<file path="src/rtl/rf_wb_port.sv">
// rf_wb_port: 32x32 register file with write-through bypass, commit trace and retired counter
module rf_wb_port #(
   parameter int BYPASS = 1,
   parameter int PC_W = 32
) (
   input  logic            clk,
   input  logic            rst,
   input  logic            we,
   input  logic [4:0]      wR,
   input  logic [31:0]     wD,
   input  logic [4:0]      rR1,
   input  logic [4:0]      rR2,
   output logic [31:0]     rD1,
   output logic [31:0]     rD2,
   input  logic            wb_have_inst,
   input  logic [PC_W-1:0] wb_pc,
   output logic            debug_wb_have_inst,
   output logic [PC_W-1:0] debug_wb_pc,
   output logic            debug_wb_ena,
   output logic [4:0]      debug_wb_reg,
   output logic [31:0]     debug_wb_value,
   output logic [31:0]     retired_cnt
);
   logic [31:0] x [1:31];
   logic        wr_ok;
   assign wr_ok = we && (wR != 5'd0);
   // architectural state: x0 is hardwired zero so only x1..x31 exist
   always_ff @(posedge clk) begin
      if (rst) begin
         for (int i = 1; i < 32; i++) x[i] <= '0;
      end else if (wr_ok) begin
         x[wR] <= wD;
      end
   end
   // asynchronous reads, optionally forwarding the value being written this cycle
   always_comb begin
      rD1 = (rR1 == 5'd0) ? 32'd0 : (BYPASS != 0 && we && wR == rR1) ? wD : x[rR1];
      rD2 = (rR2 == 5'd0) ? 32'd0 : (BYPASS != 0 && we && wR == rR2) ? wD : x[rR2];
   end
   // commit trace and retired counter lag write-back by one cycle
   always_ff @(posedge clk) begin
      if (rst) begin
         debug_wb_have_inst <= 1'b0;
         debug_wb_pc        <= '0;
         debug_wb_ena       <= 1'b0;
         debug_wb_reg       <= '0;
         debug_wb_value     <= '0;
         retired_cnt        <= '0;
      end else begin
         debug_wb_have_inst <= wb_have_inst;
         debug_wb_pc        <= wb_pc;
         debug_wb_ena       <= wb_have_inst && wr_ok;
         debug_wb_reg       <= wR;
         debug_wb_value     <= wD;
         retired_cnt        <= retired_cnt + {31'd0, wb_have_inst};
      end
   end
endmodule
</file>
<file path="config.mk">
export PLATFORM = sky130hd
export DESIGN_NAME = rf_wb_port
export DESIGN_NICKNAME = d
export VERILOG_FILES = /design/src/rtl/rf_wb_port.sv
export SDC_FILE = /design/constraint.sdc
export NUM_CORES = 2
export LEC_CHECK = 0
export CAP_MARGIN = 10
export CORE_UTILIZATION = 40
export DETAILED_ROUTE_END_ITERATION = 6
export PLACE_DENSITY = 0.66
export SKIP_LAST_GASP = 1
export SYNTH_ARGS = -nofsm -noshare
export SYNTH_HDL_FRONTEND = slang
export SYNTH_SLANG_ARGS = --single-unit
export TNS_END_PERCENT = 20
</file>
<file path="constraint.sdc">
create_clock -name clk -period 2.56 [get_ports clk]
set_input_delay 0.384 -clock clk [delete_from_list [all_inputs] [get_ports clk]]
set_output_delay 0.384 -clock clk [all_outputs]
set_load 0.01 [all_outputs]
</file>
# --- Yosys cells after proc, flatten, opt, wreduce, memory -nomap -nowiden ---
# Memory sizes are Yosys's and may differ from the RTL's.
# Index checks and enable logic that the tools add are counted.
totals:
  ff_bits: 103
  ram_bits: 992
  in_bits: 83
  output_inout_bits: 167
  elab_cells: 30
  n_memories: 1
memory_table:
  columns: ["memory", "words", "word_bits", "read_ports", "rd_ports_with_merged_regs", "wr", "line_no", "source"]
  rows:
  - ["x", 31, 32, 2, 0, 31, "24", "logic [31:0] x [1:31];"]
classes:
  n_addsub: 1
  eq_ne: 2
  mux: 12
  n_reduce_logical: 8
op_table:
  columns: ["cell", "n"]
  rows:
  - ["$mux W32", 5]
  - ["$add A32 B1 Y32", 1]
  - ["$reduce_or A32 Y1", 1]
  - ["$eq A5 B5 Y1", 2]
  - ["$logic_not A5 Y1", 2]
  - ["$mux W1", 6]
  - ["$mux W5", 1]
  - ["$reduce_bool A5 Y1", 1]
  - ["$logic_and A1 B1 Y1", 4]

# --- Longest topological paths before layout ---
depth:
  ltp_word: 7
  depth_mapped: 9
  depth_no_buf: 7

# --- Worst setup path after synthesis ---
# No wires, ideal clock.
synth_path:
  path_kind: "input-to-output"
  startpoint: "in rR1[0]"
  endpoint: "out rD1[13]"
  t_arrival_ns: 2.001
  t_required_ns: 2.176
  setup_slack_ns: 0.175
  cell_stages: 7
  path_buffers: 3
  cell_sequence: "buf_6 -> buf_4 -> buf_2 -> mux4_2 -> a22oi_1 -> nand3_1 -> o2111a_1"
synth_between:
  elab_chain_cells: 4
  word_cells_on_any_way: 6
  classes_between: "eq/ne: 1; mux: 2; reduce/logical: 2; memory: 1"
synth_rtl:
  columns: ["element", "line_no", "source"]
  rows:
  - ["from (decl)", "11", "input logic [4:0] rR1,"]
  - ["parallel branches: the longest is 3 deep, another holds $mem_v2 Z31 W32", null, null]
  - ["$mux W32 *", "37", "rD1 = (rR1 == 5'd0) ? 32'd0 : (BYPASS != 0 && we && wR == rR1) ? wD : x[rR1];"]
  - ["to (decl)", "13", "output logic [31:0] rD1,"]
# Every way passes the cells marked *.

==> impl_metrics.tcl <==
set metrics [dict create \
    status "finished, violations left" \
    violations "design-rule violations, negative setup slack" \
    initial_core_util_pct 40.47 \
    synth.cell_area_mm2 0.05828 \
    std_cell_rows 139 \
    path_buf_inv 3 \
    layout-drive-gt1-share_pct 33.99 \
    via_count 42260 \
    top_register "x" \
    synth_cell_types 72 \
    finalClockSkew_ns 0.003349 \
    syn_avg_cell_area_um2 14.45 \
    grt-ovfl-total 0 \
    gp_congestion 0.9521 \
    powerDensity_mw_per_mm2 633.5 \
    final_hold_viol_count 0 \
    post-place-cells 6501 \
    finalCriticalPeriod_ns 3.187 \
    wirelength_mm 222.2 \
    dpl.hpwl_mm 152.0 \
    p_leak_nw 26.57 \
    timing_worst_setup_path_type "reg2out" \
    synth-edff-count 1024 \
    cpMostUsedCell "buf_4" \
    setup_ws_ns -0.6267 \
    synth.most_common_cell "edfxtp_1" \
    syn_to_final_growth_pct 26.67 \
    clk_latency_ns 0.76 \
    setup_viol 64 \
    max_cap_violations 0 \
    h-tree-depth 4 \
    die_y_um 383.7 \
    core-area_mm2 0.1440 \
    wl_per_cell_um 32.90 \
    max_stage_delay_ns 0.42 \
    slew_headroom_pct 57.44 \
    ys_warn_count 0 \
    yosysTopAreaCell "edfxtp_1" \
    nets 4832 \
    fmax_mhz 313.8 \
    worst_slew_pin_slew_ns 0.6383 \
    port_buffers 249 \
    viasPerCell 6.257 \
    setup.worst_path.start_class "register" \
    firstDrtPassIters 7 \
    period_share_pct 124.5 \
    die_w_um 383.7 \
    grt_max_degree 100 \
    clkTransAtPathRegs_ns 0.06 \
    largest_register_ffs 1024 \
    ctsRootBufferMaster "clkbuf_16" \
    antenna_found_initial 11 \
    critical_path.cell_chain "mux2i_1 -> a221oi_2 -> buf_4 -> a21oi_2 -> or3_4 -> a31oi_1 -> buf_4 -> clkdlybuf4s15_1" \
    io_pins 250 \
    hp-class "in2reg" \
    cp_data_required_time_ns 2.18 \
    grt_pass1_wl_mm 309.6 \
    cts_buffers 130 \
    drc 23 \
    syn_inst 4033 \
    cts_tree "built" \
    drt_iter0_drc 6376 \
    end_kind "output port" \
    fillCellCount 11900 \
    crit_fanout 2 \
    yosysTopAreaCellShare_pct 52.77 \
    ir_worst_vdd_uv 711.3 \
    crit_arrival_ns 2.80 \
    fin_setup_tns_ns -29.58 \
    synth_common_cells "1024 x edfxtp_1, 1000 x and2_1, 457 x mux4_2, 292 x clkbuf_1, 115 x nor2_1" \
    die_area_mm2 0.1472 \
    final_cells 6754 \
    drt.antenna.violating_nets 0 \
    slew_violations 0 \
    rsz0062_at_grt "true" \
    clock-sinks 1127 \
    synth_ff_type "edfxtp_1" \
    cts.path.max_buffers 3 \
    critical_path.top_delay_family "buffers and inverters" \
    grtUsageTotal_pct 29.94 \
    grt_pass1_vias 41470 \
    synth_seq_cells 1127 \
    ys_seq_area_share_pct 56.30 \
    async_reset_ff_share_pct 0 \
    synthTopCellsByArea "edfxtp_1 53%, mux4_2 18%, and2_1 11%" \
    crit_slowest_cell "or3_4" \
]
placed cells by master, fill, tap and decap left out, drive strengths merged, types with 13 or more instances in the layout:
cell type / instances
clkinv: 42
or2: 38
a221oi: 48
mux2i: 112
dfxtp: 103
xnor2: 14
and2: 1000
nand3: 39
nand2b: 15
nor2b: 88
xor2: 21
clkdlybuf4s50: 169
buf: 739
dlygate4sd2: 31
clkbuf: 186
nor2: 115
o21ai: 76
a21oi: 26
a22oi: 87
o22ai: 99
nand2: 64
inv: 13
edfxtp: 1024
conb: 32
o2111a: 16
mux4: 457
per-layer routing:
metal  wire length (um)  GRT usage, %  up-vias  part of all wire (%)
met3              27740         7.152      614                    12
met1              81610         39.79    21540                    37
met4              12690         15.41        2                   5.7
met5                 13             0        -                0.0059
li1                   -             -    16870                     -
met2             100100         45.71     3233                    45
worst register-to-register path: stages (launching register included):
cell and delay [ns]:
dfxtp_1 0.42, and4_1 0.27, and4_1 0.30, nand3_1 0.21, or4_1 0.54, a21oi_1 0.14
repair_timing:
| item | 4_1_cts | 5_1_grt |
|---|---|---|
| gates cloned | 0 | 1 |
| buffers inserted | 22 | 6 |
| resized for setup | 300 | 109 |
| hold buffers | 0 | 1 |
| endpoints found under the hold margin | 0 | 1 |
| pin swaps | 73 | 37 |
| setup endpoints to repair | 64 | 64 |
kinds of logic (layout without fill, tap and decap cells):
family          Yosys count  in the layout  synth area share [%]
mux                     581            581                 19.82
compound gates          443            443                 5.406
flops                  1127           1127                 56.30
buf+inv                 421           1200                 3.341
xor+xnor                 35             35                0.5260
fa+ha+maj                 2              2               0.04293
simple gates           1423           1423                 14.56
other cells               1             40              0.006435
metrics by stage:
step	cell area (um2)	util [%]	worst slack, ns	hold WS [ns]	total power, mW
2_1_floorplan	58390	-	0.1748	0.4829	24.93
3_3_place_gp	68610	47.65	-1.591	0.4636	28.57
3_5_place_dp	68610	47.65	-1.515	0.4796	28.67
4_1_cts	73480	51.02	-0.6223	0.1088	46.59
5_1_grt	73800	51.25	-0.6477	0.08405	47.78
6_report	73820	51.26	-0.6267	0.08088	46.76
final timing paths:
kind	cells past startpoint	start	to	slack, ns
max	8	x[3][23]	rD2[23]	-0.63
min	3	wR[0]	debug_wb_reg[0]	0.08
max reg2reg	5	retired_cnt[17]	retired_cnt[31]	0.60
min reg2reg	2	retired_cnt[31]	retired_cnt[31]	0.48
where the power goes:
group	leakage, nW	internal [mW]	switching [mW]
sequential	10.6	21.0	0.495
clock	1.94	10.3	7.80
combinational	14.0	3.28	3.89
total	26.6	34.6	12.2
layout make-up:
cell class	instances	area, um2	area share [%]
Tap cell	1903	2381	3.226
Antenna cell	8	20.02	0.02712
Sequential cell	1127	32810	44.45
Multi-Input combinational cell	2516	24960	33.82
Clock inverter	55	465.4	0.6305
Inverter	10	53.80	0.07289
Timing Repair Buffer	962	9572	12.97
Clock buffer	173	3550	4.809
No activity file was read; power rests on OpenSTA's default activity.
